$ cat config.mk
export PLATFORM = sky130hd
export DESIGN_NAME = rob_writeback_commit_flat
export DESIGN_NICKNAME = d
export VERILOG_FILES = /design/src/rtl/rob_writeback_commit_if.sv /design/src/rtl/rob_writeback_commit.sv /design/src/flat_wrapper.sv
export SDC_FILE = /design/constraint.sdc
export NUM_CORES = 1
export LEC_CHECK = 0
export ABC_CLOCK_PERIOD_IN_PS = 26500
export CAP_MARGIN = 20
export CORE_ASPECT_RATIO = 1.75
export CORE_MARGIN = 2
export CORE_UTILIZATION = 63
export DETAILED_ROUTE_END_ITERATION = 8
export PLACE_DENSITY = 0.9
export SLEW_MARGIN = 20
export SYNTH_ARGS = -nofsm -noshare
export SYNTH_HDL_FRONTEND = slang
export SYNTH_SLANG_ARGS = --single-unit
$ cat constraint.sdc
create_clock -name clk -period 26.5 [get_ports clk]
set_clock_uncertainty 0.2 [all_clocks]
set_input_delay 2.65 -clock clk [delete_from_list [all_inputs] [get_ports clk]]
set_output_delay 2.65 -clock clk [all_outputs]
set_load 0.05 [all_outputs]
$ cat src/rtl/rob_writeback_commit_if.sv
// M/WB writeback and ROB commit bundle.
// Holds allocation, completion and commit signals of rob_writeback_commit.
`ifndef WORD_SIZE
`define WORD_SIZE 32
`endif

interface rob_writeback_commit_if #(
  parameter int WORD_SIZE   = `WORD_SIZE,
  parameter int ROB_ENTRIES = 8
);
  localparam int CW = $clog2(ROB_ENTRIES) + 1;

  logic                 alloc_valid;
  logic                 alloc_ready;
  logic [6:0]           alloc_rob_id;

  logic                 valid;
  logic [6:0]           rob_id;
  logic [1:0]           instruction_type;
  logic [WORD_SIZE-1:0] pc;
  logic                 exception;
  logic [WORD_SIZE-1:0] virtual_addr_exception;
  logic [WORD_SIZE-1:0] aluResult;

  logic                 commit_valid;
  logic [6:0]           commit_rob_id;
  logic [1:0]           commit_instruction_type;
  logic [WORD_SIZE-1:0] commit_pc;
  logic                 commit_exception;
  logic [WORD_SIZE-1:0] commit_virtual_addr_exception;
  logic [WORD_SIZE-1:0] commit_aluResult;

  logic                 flush;
  logic [CW-1:0]        rob_count;

  modport master (
    output alloc_valid, valid, rob_id,
    output instruction_type, pc, exception,
    output virtual_addr_exception, aluResult,
    input  alloc_ready, alloc_rob_id,
    input  commit_valid, commit_rob_id,
    input  commit_instruction_type, commit_pc,
    input  commit_exception,
    input  commit_virtual_addr_exception,
    input  commit_aluResult, flush, rob_count
  );

  modport slave (
    input  alloc_valid, valid, rob_id,
    input  instruction_type, pc, exception,
    input  virtual_addr_exception, aluResult,
    output alloc_ready, alloc_rob_id,
    output commit_valid, commit_rob_id,
    output commit_instruction_type, commit_pc,
    output commit_exception,
    output commit_virtual_addr_exception,
    output commit_aluResult, flush, rob_count
  );
endinterface

$ cat src/rtl/rob_writeback_commit.sv
// Reorder buffer: marks M/WB results complete and retires in order.
// Optional ROB_COMMIT_BYPASS_EN lets a head completion commit same cycle.
`ifndef WORD_SIZE
`define WORD_SIZE 32
`endif

module rob_writeback_commit #(
  parameter int WORD_SIZE   = `WORD_SIZE,
  parameter int ROB_ENTRIES = 8
) (
  input logic clk,
  input logic reset,
  rob_writeback_commit_if.slave wb
);
  localparam int IW = $clog2(ROB_ENTRIES);
  localparam int CW = IW + 1;

  logic [ROB_ENTRIES-1:0] alloc_q;
  logic [ROB_ENTRIES-1:0] cmpl_q;
  logic [ROB_ENTRIES-1:0] exc_q;
  logic [1:0]             type_q [ROB_ENTRIES];
  logic [WORD_SIZE-1:0]   pc_q   [ROB_ENTRIES];
  logic [WORD_SIZE-1:0]   va_q   [ROB_ENTRIES];
  logic [WORD_SIZE-1:0]   res_q  [ROB_ENTRIES];

  logic [IW-1:0] head_q;
  logic [IW-1:0] tail_q;
  logic [CW-1:0] count_q;
  logic          flush_q;

  logic [IW-1:0] idx;
  logic          full;
  logic          head_done;
  logic          byp;
  logic          cv;
  logic          c_exc;
  logic          exc_fire;
  logic          alloc_fire;
  logic          wr_fire;
  logic          unused_ok;

  assign idx       = wb.rob_id[IW-1:0];
  assign unused_ok = &{1'b0, wb.rob_id};
  assign full      = count_q == CW'(ROB_ENTRIES);
  assign head_done = alloc_q[head_q] && cmpl_q[head_q];

`ifdef ROB_COMMIT_BYPASS_EN
  assign byp = alloc_q[head_q] && !cmpl_q[head_q]
            && wb.valid && (idx == head_q);
`else
  assign byp = 1'b0;
`endif

  assign cv         = head_done || byp;
  assign exc_fire   = cv && c_exc;
  assign wb.alloc_ready = !full && !flush_q && !exc_fire;
  assign alloc_fire = wb.alloc_valid && wb.alloc_ready;
  assign wr_fire    = wb.valid && alloc_q[idx] && !cmpl_q[idx]
                   && !flush_q && !byp;

  always_comb begin
    c_exc                            = 1'b0;
    wb.commit_rob_id                 = '0;
    wb.commit_instruction_type       = '0;
    wb.commit_pc                     = '0;
    wb.commit_virtual_addr_exception = '0;
    wb.commit_aluResult              = '0;
    if (head_done) begin
      c_exc                            = exc_q[head_q];
      wb.commit_rob_id                 = 7'(head_q);
      wb.commit_instruction_type       = type_q[head_q];
      wb.commit_pc                     = pc_q[head_q];
      wb.commit_virtual_addr_exception = va_q[head_q];
      wb.commit_aluResult              = res_q[head_q];
    end else if (byp) begin
      c_exc                            = wb.exception;
      wb.commit_rob_id                 = 7'(head_q);
      wb.commit_instruction_type       = wb.instruction_type;
      wb.commit_pc                     = wb.pc;
      wb.commit_virtual_addr_exception = wb.virtual_addr_exception;
      wb.commit_aluResult              = wb.aluResult;
    end
  end

  assign wb.commit_valid     = cv;
  assign wb.commit_exception = c_exc;
  assign wb.alloc_rob_id     = 7'(tail_q);
  assign wb.flush            = flush_q;
  assign wb.rob_count        = count_q;

  // Exception commit wipes the buffer; it overrides every other update.
  always_ff @(posedge clk or negedge reset) begin
    if (!reset) begin
      alloc_q <= '0;
      cmpl_q  <= '0;
      head_q  <= '0;
      tail_q  <= '0;
      count_q <= '0;
      flush_q <= 1'b0;
    end else if (exc_fire) begin
      alloc_q <= '0;
      cmpl_q  <= '0;
      head_q  <= '0;
      tail_q  <= '0;
      count_q <= '0;
      flush_q <= 1'b1;
    end else begin
      flush_q <= 1'b0;
      if (wr_fire)
        cmpl_q[idx] <= 1'b1;
      if (alloc_fire) begin
        alloc_q[tail_q] <= 1'b1;
        cmpl_q[tail_q]  <= 1'b0;
        tail_q          <= tail_q + 1'b1;
      end
      if (cv) begin
        alloc_q[head_q] <= 1'b0;
        cmpl_q[head_q]  <= 1'b0;
        head_q          <= head_q + 1'b1;
      end
      count_q <= count_q + CW'(alloc_fire) - CW'(cv);
    end
  end

  always_ff @(posedge clk) begin
    if (wr_fire) begin
      exc_q[idx]  <= wb.exception;
      type_q[idx] <= wb.instruction_type;
      pc_q[idx]   <= wb.pc;
      va_q[idx]   <= wb.virtual_addr_exception;
      res_q[idx]  <= wb.aluResult;
    end
  end
endmodule

$ cat src/flat_wrapper.sv
// flat-port wrapper written by rule: the top's interface ports become plain ports
module rob_writeback_commit_flat 
#(
  parameter int WORD_SIZE   = `WORD_SIZE,
  parameter int ROB_ENTRIES = 8
)
  (clk, reset, wb_alloc_valid, wb_valid, wb_rob_id, wb_instruction_type, wb_pc, wb_exception, wb_virtual_addr_exception, wb_aluResult, wb_alloc_ready, wb_alloc_rob_id, wb_commit_valid, wb_commit_rob_id, wb_commit_instruction_type, wb_commit_pc, wb_commit_exception, wb_commit_virtual_addr_exception, wb_commit_aluResult, wb_flush, wb_rob_count);
  rob_writeback_commit_if #(.WORD_SIZE(WORD_SIZE), .ROB_ENTRIES(ROB_ENTRIES)) wb_i ();
  input logic clk;
  input logic reset;
  input wire logic [$bits(wb_i.alloc_valid)-1:0] wb_alloc_valid;
  input wire logic [$bits(wb_i.valid)-1:0] wb_valid;
  input wire logic [$bits(wb_i.rob_id)-1:0] wb_rob_id;
  input wire logic [$bits(wb_i.instruction_type)-1:0] wb_instruction_type;
  input wire logic [$bits(wb_i.pc)-1:0] wb_pc;
  input wire logic [$bits(wb_i.exception)-1:0] wb_exception;
  input wire logic [$bits(wb_i.virtual_addr_exception)-1:0] wb_virtual_addr_exception;
  input wire logic [$bits(wb_i.aluResult)-1:0] wb_aluResult;
  output wire logic [$bits(wb_i.alloc_ready)-1:0] wb_alloc_ready;
  output wire logic [$bits(wb_i.alloc_rob_id)-1:0] wb_alloc_rob_id;
  output wire logic [$bits(wb_i.commit_valid)-1:0] wb_commit_valid;
  output wire logic [$bits(wb_i.commit_rob_id)-1:0] wb_commit_rob_id;
  output wire logic [$bits(wb_i.commit_instruction_type)-1:0] wb_commit_instruction_type;
  output wire logic [$bits(wb_i.commit_pc)-1:0] wb_commit_pc;
  output wire logic [$bits(wb_i.commit_exception)-1:0] wb_commit_exception;
  output wire logic [$bits(wb_i.commit_virtual_addr_exception)-1:0] wb_commit_virtual_addr_exception;
  output wire logic [$bits(wb_i.commit_aluResult)-1:0] wb_commit_aluResult;
  output wire logic [$bits(wb_i.flush)-1:0] wb_flush;
  output wire logic [$bits(wb_i.rob_count)-1:0] wb_rob_count;
  assign wb_i.alloc_valid = wb_alloc_valid;
  assign wb_i.valid = wb_valid;
  assign wb_i.rob_id = wb_rob_id;
  assign wb_i.instruction_type = wb_instruction_type;
  assign wb_i.pc = wb_pc;
  assign wb_i.exception = wb_exception;
  assign wb_i.virtual_addr_exception = wb_virtual_addr_exception;
  assign wb_i.aluResult = wb_aluResult;
  assign wb_alloc_ready = wb_i.alloc_ready;
  assign wb_alloc_rob_id = wb_i.alloc_rob_id;
  assign wb_commit_valid = wb_i.commit_valid;
  assign wb_commit_rob_id = wb_i.commit_rob_id;
  assign wb_commit_instruction_type = wb_i.commit_instruction_type;
  assign wb_commit_pc = wb_i.commit_pc;
  assign wb_commit_exception = wb_i.commit_exception;
  assign wb_commit_virtual_addr_exception = wb_i.commit_virtual_addr_exception;
  assign wb_commit_aluResult = wb_i.commit_aluResult;
  assign wb_flush = wb_i.flush;
  assign wb_rob_count = wb_i.rob_count;
  rob_writeback_commit #(.WORD_SIZE(WORD_SIZE), .ROB_ENTRIES(ROB_ENTRIES)) u_core (.clk(clk), .reset(reset), .wb(wb_i));
endmodule
==> metrics, run 1 <==
status=finished clean; Total Wirelength=about 73000 um; Worst EP arrival=approximately 6000 ps; detailed-route vias per instance=roughly 6.6; first-pass GRT wire length=108000 um; final instance area=between 0.03 and 0.04 mm^2; crit end category=primary output; VDD IR max=about 0.089 mV; Yosys reg bits=819; slew margin rel.=0.215; CTS tree=built; mux cell area share after synthesis=0.102; CP required=23650 ps; CP endpoint=wb_commit_pc[15]; HP Class=register to register; delay-heaviest family, CP=buffers and inverters; Startpoint Class=register; Final Hold Viols=0; largest net degree at the start of global routing=100; max incr delay on CP=1020 ps; Commonest cells post-synth=edfxtp_1, mux2i_1, a21oi_1, nor2_1, a211oi_1; syn_area_per_cell=18.1 um^2; Yosys cell types=63; Post-CTS Setup Bufs=0; detailed-route wire length per cell=around 27 um; clk_lat worst skew=590 ps; Tightest Pin Transition=1180 ps; router iterations before antenna repair=6; Most Frequent Cell on Critical Path=buf_4; layout cells sized above 1=0.126; slowest stage cell, crit path=dfrtp_4; Die Span Y=302 um; count leader, synth=edfxtp_1; largest family of logic cells by synthesized area=multiplexers; Rows=109; r2r startpoint=u_core.head_q[0]; post_cts resized=0; Area growth syn-to-layout=15.5%; register area=around 0.024 mm^2; # H-tree levels=3; clk sink count=slightly above 800; GR Overflow Total=0; synth top area cells=edfxtp_1, mux4_2, mux2i_1; Port Buf Inserts=217; vias in the first global route=18268; fin. max-slew vios=0; R2R setup slack=between 20000 and 25000 ps; CP Max Fanout=59; Cell Chain, Critical Path=buf_4 -> buf_4 -> or2_4 -> buf_4 -> o22ai_1 -> a211oi_1 -> a21oi_1 -> nor2_1 -> clkdlybuf4s50_1; Root Buffer=clkbuf_16; Post-Syn Instances=between 1500 and 2000; DP Area=around 0.035 mm^2; Synth Area in Adders=0.00337; Final HPWL DP=37600 um; setup tns final=0 ps; post-synthesis compound-gate area fraction=0.0742; period utilization=0.340; Seq/Total Area, Yosys=0.766; Final Power=about 3700 uW; Buf/Inv on CP=4; largest area contributor in the netlist=edfxtp_1; antenna-violating nets left=0; Clock Pin Slew Worst Setup and Hold Paths=70 ps; width of the die=approximately 170 um; synthesized area=between 0.03 and 0.04 mm^2; Final Util=0.733; 1st-iter DRT viols=approximately 1900; Placeable Area=0.0503 mm^2; Crit path depth=9; top_reg_cell synth=edfxtp_1; drt drc=0; reg2reg end=u_core.wb.rob_count[2]; total vias in the final route=17738; Worst R2R Path Depth=13; nets@finish=about 2100; initial antenna violation count=8; EDFF count, synth=between 700 and 800; RD Place Congestion=0.855; Max Cap Viol=0; Async S/R FF share, synth=0.0330; GRT Util Overall=0.278; clk buf depth=3; Num CTS Buffers=70; post-synthesis xor/xnor area fraction=0.00110; Ys Warns=0; CP Launch Point=u_core.head_q[1]; hold buffer count at cts=0; Setup CP Type=register to primary output; Final Critical Period=~9000 ps; Setup violations, final=0; share of the synthesized area in the top cell type=0.745; fill count=2788; Cell Pwr Density=between 90 and 100 mW/mm^2; I/O pin total=230; Max Freq=0.111 GHz; Die ar.=approximately 0.053 mm^2; leak pwr=0.0117 uW; post-synthesis simple-gate area fraction=0.0281; unrepaired setup endpoints after global routing=false; initial core utilization=0.634; Multi-input gate area=0.00676 mm^2
-- sequential cells by signal, summed over array words and instances (netlist names) --
signal               count
u_core.pc_q            256
u_core.res_q           256
u_core.va_q            256
u_core.type_q           16
u_core.alloc_q           8
u_core.cmpl_q            8
u_core.exc_q             8
u_core.wb.rob_count      4
u_core.head_q            3
u_core.tail_q            3
u_core.wb.flush          1
-- through the flow --
stage	instances	worst slack, ps	hold slack [ps]
floorplan	1771	12660	300
global placement	2557	18180	321
detailed placement	2558	18150	330
CTS	2687	17460	341
global route	2692	17190	364
finish	2693	17500	344
-- power by group --
group / internal, uW / total, uW / switching (uW) / leakage [uW]
Sequential: 1480 / 1560 / 75.8 / 0.00747
Clock: 579 / 1030 / 455 / 0.00114
Combinational: 379 / 1070 / 688 / 0.00309
-- worst min-delay path, stage by stage (launching register included) --
cell       delay [ps]
dfrtp_1           400
inv_1              60
a2bb2oi_1          50
-- layout make-up --
class	instances	area share
Antenna cell	6	0.000407
Clock buffer	81	0.0504
Clock inverter	48	0.0127
Inverter	15	0.00153
Multi-Input combinational cell	814	0.183
Sequential cell	819	0.664
Tap cell	666	0.0226
Timing Repair Buffer	244	0.0653
-- how the worst min path moves through the flow --
stage | end | slack [ps] | cells past startpoint | from
detailed placement | u_core.alloc_q[5] | 330 | 2 | u_core.alloc_q[5]
finish | u_core.alloc_q[5] | 340 | 2 | u_core.alloc_q[5]
global route | u_core.alloc_q[5] | 360 | 2 | u_core.alloc_q[5]
CTS | u_core.alloc_q[5] | 340 | 2 | u_core.alloc_q[5]
global placement | u_core.alloc_q[5] | 320 | 2 | u_core.alloc_q[5]
floorplan | u_core.alloc_q[5] | 300 | 2 | u_core.alloc_q[5]
-- layout by cell type, fill, tap and decap left out, types with 3 or more instances in the layout --
master           instances
clkinv_2                16
dfrtp_4                  3
nor3_1                   3
diode_2                  6
mux2i_1                146
clkbuf_1                 8
mux4_2                  79
nand3_1                  7
clkbuf_16               73
nor2b_1                  5
clkinv_1                 7
xnor2_1                  3
a2bb2oi_1                5
a211oi_1               104
ha_1                     7
nor2_1                 129
nor2_2                   6
bufinv_16                7
buf_4                   25
nand2_1                 18
conb_1                   8
o22ai_1                101
inv_1                   13
inv_6                    9
and2_1                   4
edfxtp_1               792
clkinvlp_4               6
dfrtp_1                 24
a21oi_1                132
o21ai_0                  3
clkdlybuf4s50_1        217
-- metal layers --
metal,up-vias,routed length (um),GRT usage
li1,7512,-,-
met1,9044,26700,0.350
met2,991,38500,0.482
met3,185,5540,0.0448
met4,6,2540,0.121
met5,-,37,0
-- cells by family (layout without fill, tap and decap cells) --
group | after synthesis | count (layout)
DFF | 819 | 819
AOI/OAI and AO/OA | 370 | 370
muxes | 227 | 227
and+or+nand+nor | 197 | 197
buffers and inverters | 138 | 388
adders and majority gates | 8 | 8
xor gates and xnor gates | 4 | 4
other | 1 | 14
(Power assumes the default switching activity.)
==> inputs of run 2 (changes only) <==
--- a/config.mk
+++ b/config.mk
@@ -5,13 +5,13 @@
 export SDC_FILE = /design/constraint.sdc
 export NUM_CORES = 1
 export LEC_CHECK = 0
-export ABC_CLOCK_PERIOD_IN_PS = 26500
+export ABC_CLOCK_PERIOD_IN_PS = 8000
 export CAP_MARGIN = 20
 export CORE_ASPECT_RATIO = 1.75
 export CORE_MARGIN = 2
-export CORE_UTILIZATION = 63
+export CORE_UTILIZATION = 53
 export DETAILED_ROUTE_END_ITERATION = 8
-export PLACE_DENSITY = 0.9
+export PLACE_DENSITY = 0.81
 export SLEW_MARGIN = 20
 export SYNTH_ARGS = -nofsm -noshare
 export SYNTH_HDL_FRONTEND = slang
==> constraint.sdc (replaced) <==
create_clock -name clk -period 8 [get_ports clk]
set_clock_uncertainty 0.2 [all_clocks]
set_input_delay 0.8 -clock clk [delete_from_list [all_inputs] [get_ports clk]]
set_output_delay 0.8 -clock clk [all_outputs]
set_load 0.05 [all_outputs]
==> metrics, run 2 (synthesized netlist as in run 1, its figures left out) <==
status=finished clean; CP Max Fanout=74 (+25%); CP required=7000 ps (-16650 ps); nets@finish=2082 (unchanged); period utilization=0.738; Final Hold Viols=0 (unchanged); Max Freq=0.169 GHz; Cell Pwr Density=325 mW/mm^2 (+230%); router iterations before antenna repair=5 (-1); hold_ws=343 ps (-0.910 ps); unrepaired setup endpoints after global routing=false; width of the die=189 um (+8.8%); Area growth syn-to-layout=16.1%; most common cell after layout, fill and taps aside=edfxtp_1; Final Util=0.619 (-0.114); Setup violations, final=0 (unchanged); initial antenna violation count=8 (unchanged); GRT Util Overall=0.227 (-0.0502); Final HPWL DP=36800 um (-2.1%); post_cts resized=0 (unchanged); initial core utilization=0.533 (-0.101); Port Buf Inserts=217 (unchanged); Placeable Area=0.0599 mm^2 (+19%); Die ar.=0.0623 mm^2 (+19%); Post-CTS Setup Bufs=0 (unchanged); fin. max-slew vios=0 (unchanged); clk sink count=819 (unchanged); leading cell types in the layout, fill and taps excluded=edfxtp_1, clkdlybuf4s50_1, mux2i_1; Startpoint Class=register; leak pwr=0.0117 uW (-0.30%); I/O pin total=230 (unchanged); detailed-route vias per instance=6.12 (-7.1%); Die Span Y=329 um (+8.9%); # H-tree levels=3 (unchanged); vias in the first global route=17925 (-1.9%); slew margin rel.=0.290 (+0.0744); clk buf depth=3 (unchanged); Max Cap Viol=0 (unchanged); CTS tree=built; 1st-iter DRT viols=1630 (-13%); biggest regs=u_core.pc_q: 256 flops, u_core.res_q: 256 flops, u_core.va_q: 256 flops; layout cells sized above 1=0.118 (-0.00792); antenna-violating nets left=0 (unchanged); RD Place Congestion=0.851 (-0.43%); Worst EP arrival=4900 ps (-1250 ps); Clock Pin Slew Worst Setup and Hold Paths=70 ps (about the same); drt drc=0 (unchanged); HP Class=register to register; Setup CP Type=register to primary output; Num CTS Buffers=72 (+2.9%); Rows=119 (+9.2%); largest net degree at the start of global routing=100 (unchanged); hold buffer count at cts=0 (unchanged); Final Critical Period=5900 ps; VDD IR max=0.338 mV (+280%); GR Overflow Total=0 (unchanged); total vias in the final route=17219 (-2.9%); Tightest Pin Transition=1070 ps (-112 ps); Total Wirelength=70700 um (-3.5%); clk_lat worst skew=610 ps (+20 ps); first-pass GRT wire length=106000 um (-2.1%); Root Buffer=clkbuf_16; crit end category=primary output; detailed-route wire length per cell=25.1 um (-7.6%)
[run 2: cell types whose count changed in the layout (fill, tap and decap cells not counted), sizes merged]
cell      delta
buf          -2
bufinv       -1
clkbuf       +9
clkinv       +1
clkinvlp     -1
inv          -6
[run 2: power breakdown]
group	switching, uW	internal, uW
sequential	221	4910
clock	1490	1890
combinational	2280	1260
[run 2: through the flow]
step / power (uW) / std cells / TNS (ps) / cell area (um^2) / setup WS, ps
after floorplan: 7740 / 1771 / -488540 / 31900 / -1830
after global placement: 8680 / 2675 / 0 / 34700 / 2800
after detailed placement: 8760 / 2675 / 0 / 34700 / 2720
after CTS: 12100 / 2806 / 0 / 37000 / 2040
after global routing: 12500 / 2813 / 0 / 37000 / 1810
final: 12100 / 2813 / 0 / 37000 / 2100
[run 2: worst max-delay path, stage by stage, from the launching register on]
cell and delay (ps):
dfrtp_4 800, nand2_1 730, nor2_1 80, a211oi_1 310, o21bai_4 190, buf_4 580
inv_2 390, a221oi_1 340, clkdlybuf4s50_1 840
[run 2: layout make-up]
| cell class | instances | area [um^2] |
|---|---|---|
| Clock inverter | 41 | 403 |
| Tap cell | 786 | 983 |
| Fill cell | 4188 | 22800 |
| Antenna cell | 6 | 15.0 |
| Inverter | 15 | 56.3 |
| Multi-Input combinational cell | 814 | 6780 |
| Sequential cell | 819 | 24500 |
| Timing Repair Buffer | 242 | 2430 |
| Clock buffer | 90 | 1890 |
[run 2: final timing paths]
kind | from | endpoint | slack [ps] | cells past startpoint
setup / recovery | u_core.head_q[2] | wb_alloc_ready | 2100 | 8
hold / removal | u_core.alloc_q[5] | u_core.alloc_q[5] | 340 | 2
setup reg to reg | u_core.head_q[2] | u_core.wb.rob_count[1] | 3260 | 11
hold reg to reg | u_core.alloc_q[5] | u_core.alloc_q[5] | 340 | 2
max in group asynchronous | reset | u_core.head_q[1] | 6930 | 2
min in group asynchronous | reset | u_core.tail_q[2] | 370 | 2
[run 2: per-layer routing]
metal / global-route usage / vias up / wire length, um
li1: - / 7524 / -
met1: 0.294 / 8842 / 27900
met2: 0.392 / 734 / 36600
met3: 0.0346 / 115 / 4390
met4: 0.0849 / 4 / 1860
met5: 0 / - / 30
==> inputs of run 3 (changes only) <==
--- a/config.mk
+++ b/config.mk
@@ -5,13 +5,13 @@
 export SDC_FILE = /design/constraint.sdc
 export NUM_CORES = 1
 export LEC_CHECK = 0
-export ABC_CLOCK_PERIOD_IN_PS = 8000
+export ABC_CLOCK_PERIOD_IN_PS = 5900
 export CAP_MARGIN = 20
 export CORE_ASPECT_RATIO = 1.75
 export CORE_MARGIN = 2
-export CORE_UTILIZATION = 53
+export CORE_UTILIZATION = 58
 export DETAILED_ROUTE_END_ITERATION = 8
-export PLACE_DENSITY = 0.81
+export PLACE_DENSITY = 0.84
 export SLEW_MARGIN = 20
 export SYNTH_ARGS = -nofsm -noshare
 export SYNTH_HDL_FRONTEND = slang
==> constraint.sdc (replaced) <==
create_clock -name clk -period 5.9 [get_ports clk]
set_clock_uncertainty 0.2 [all_clocks]
set_input_delay 0.59 -clock clk [delete_from_list [all_inputs] [get_ports clk]]
set_output_delay 0.59 -clock clk [all_outputs]
set_load 0.05 [all_outputs]
==> metrics, run 3 (synthesized netlist as in run 1, its figures left out) <==
status=finished clean; GRT Util Overall=0.253 (+0.0258); Final Critical Period=5170 ps; total vias in the final route=17502 (+1.6%); CP Launch Point=u_core.head_q[1]; # H-tree levels=3 (unchanged); max incr delay on CP=820 ps (-20 ps); RD Place Congestion=0.839 (-1.4%); Startpoint Class=register; unrepaired setup endpoints after global routing=false; Setup CP Type=register to primary output; detailed-route vias per instance=6.45 (+5.3%); Final HPWL DP=37100 um (+0.89%); drt drc=0 (unchanged); r2r startpoint=u_core.head_q[0]; nets@finish=2088 (+0.29%); non-filler instance count after layout=2715 (-3.5%); I/O pin total=230 (unchanged); most common cell after layout, fill and taps aside=edfxtp_1; router iterations before antenna repair=5 (unchanged); Worst EP arrival=4380 ps (-520 ps); period utilization=0.877; layout cells sized above 1=0.118 (+0.000234); vias in the first global route=18166 (+1.3%); Die Span Y=314 um (-4.4%); leak pwr=0.0117 uW (+0.10%); Post-CTS Setup Bufs=0 (unchanged); CP endpoint=wb_commit_aluResult[18]; hold buffer count at cts=0 (unchanged); hold_ws=182 ps (-161 ps); post_cts resized=0 (unchanged); first-pass GRT wire length=108000 um (+1.8%); Max Cap Viol=0 (unchanged); antenna-violating nets left=0 (unchanged); Most Frequent Cell on Critical Path=buf_4; initial core utilization=0.588 (+0.0546); Total Wirelength=71900 um (+1.7%); Clock Power Share=0.269 (-0.012); reg2reg end=u_core.wb.rob_count[1]; final instance area=0.0369 mm^2 (-0.30%); DP Area=0.0348 mm^2 (+0.16%); Setup violations, final=0 (unchanged); Num CTS Buffers=70 (-2.8%); detailed-route wire length per cell=26.5 um (+5.4%); CTS tree=built; Placeable Area=0.0543 mm^2 (-9.3%); Clock Pin Slew Worst Setup and Hold Paths=70 ps (about the same); fill count=3409 (-19%); Logic pwr share=0.308 (+0.015); Rows=113 (-5.0%); slowest stage cell, crit path=clkdlybuf4s50_1; Max Freq=slightly below 0.2 GHz; setup tns final=0 ps (unchanged); Die ar.=0.0570 mm^2 (-8.5%); largest net degree at the start of global routing=119 (+19%); Final Hold Viols=0 (unchanged); clk buf depth=3 (unchanged); GR Overflow Total=0 (unchanged); CP required=5110 ps (-1890 ps); leading cell types in the layout, fill and taps excluded=edfxtp_1, clkdlybuf4s50_1, mux2i_1; slew margin rel.=0.260 (-0.0294); width of the die=181 um (-4.3%); P_int=10900 uW (+35%); clk sink count=819 (unchanged); Reg power frac=0.423 (-0.003); Worst R2R Path Depth=10 (-1); sw power=5420 uW (+36%); biggest regs=u_core.pc_q: 256 flops, u_core.res_q: 256 flops, u_core.va_q: 256 flops; CP Max Fanout=47 (-36%); initial antenna violation count=13 (+5); Tightest Pin Transition=1110 ps (+44.1 ps); clk_lat worst skew=600 ps (about the same); Multi-input gate area=0.00680 mm^2 (+0.28%); Cell Chain, Critical Path=buf_4 -> buf_4 -> mux2i_1 -> a211oi_1 -> a21oi_1 -> nor2_1 -> clkdlybuf4s50_1; Port Buf Inserts=217 (unchanged); crit end category=primary output; HP Class=input pin to asynchronous set/reset pin; number of instances in the placed design=2588 (-3.3%); switching part of the total=0.333 (+0.00189); 1st-iter DRT viols=1694 (+3.9%); fin. max-slew vios=0 (unchanged); R2R setup slack=1620 ps (-1640 ps); Area growth syn-to-layout=15.7%; VDD IR max=0.369 mV (+9.2%); Cell Pwr Density=441 mW/mm^2 (+35%); register area=0.0245 mm^2 (unchanged); Final Power=16300 uW (+35%); Root Buffer=clkbuf_16
==> run 3: power by group through the flow <==
stage               clock, uW  combinational [uW]  sequential, uW
global placement            0                4890            6980
CTS                      4450                5020            6880
finish                   4380                5010            6880
global route             4640                5310            6900
floorplan                   0                3510            6980
detailed placement          0                4980            7000
==> run 3: worst min path at each step <==
stage	start	endpoint	slack (ps)	cells after the start
floorplan	reset	u_core.alloc_q[0]	90	0
global placement	u_core.alloc_q[0]	u_core.alloc_q[0]	360	2
detailed placement	u_core.alloc_q[0]	u_core.alloc_q[0]	360	2
CTS	reset	u_core.cmpl_q[2]	170	2
global route	reset	u_core.cmpl_q[2]	200	2
finish	reset	u_core.cmpl_q[2]	180	2
==> run 3: layout make-up <==
type	instances	share of cell area
clock buffers	88	0.0510
diodes	8	0.000542
clock inverters	31	0.00705
inverters	15	0.00153
well taps	690	0.0234
repair buffers	250	0.0696
multi-input cells	814	0.184
flip-flops and latches	819	0.663
==> run 3: worst max-delay path: cells and delay by family (launching register included) <==
| kind | cells | cell delay, ps |
|---|---|---|
| mux | 1 | 180 |
| flops | 1 | 780 |
| compound gates | 2 | 460 |
| simple gates | 1 | 190 |
| buf+inv | 3 | 2110 |
==> run 3: metrics by stage <==
| stage | util | setup WS [ps] |
|---|---|---|
| after CTS | 0.680 | 713 |
| after floorplan | - | 384 |
| after detailed placement | 0.640 | 1390 |
| after global placement | 0.640 | 1450 |
| final | 0.680 | 726 |
| after global routing | 0.680 | 554 |
==> run 3: per-layer routing <==
| layer | GRT usage | wire [um] |
|---|---|---|
| met2 | 0.437 | 37400 |
| met5 | 0 | 64 |
| met3 | 0.0385 | 4520 |
| met4 | 0.109 | 2270 |
| met1 | 0.322 | 27700 |
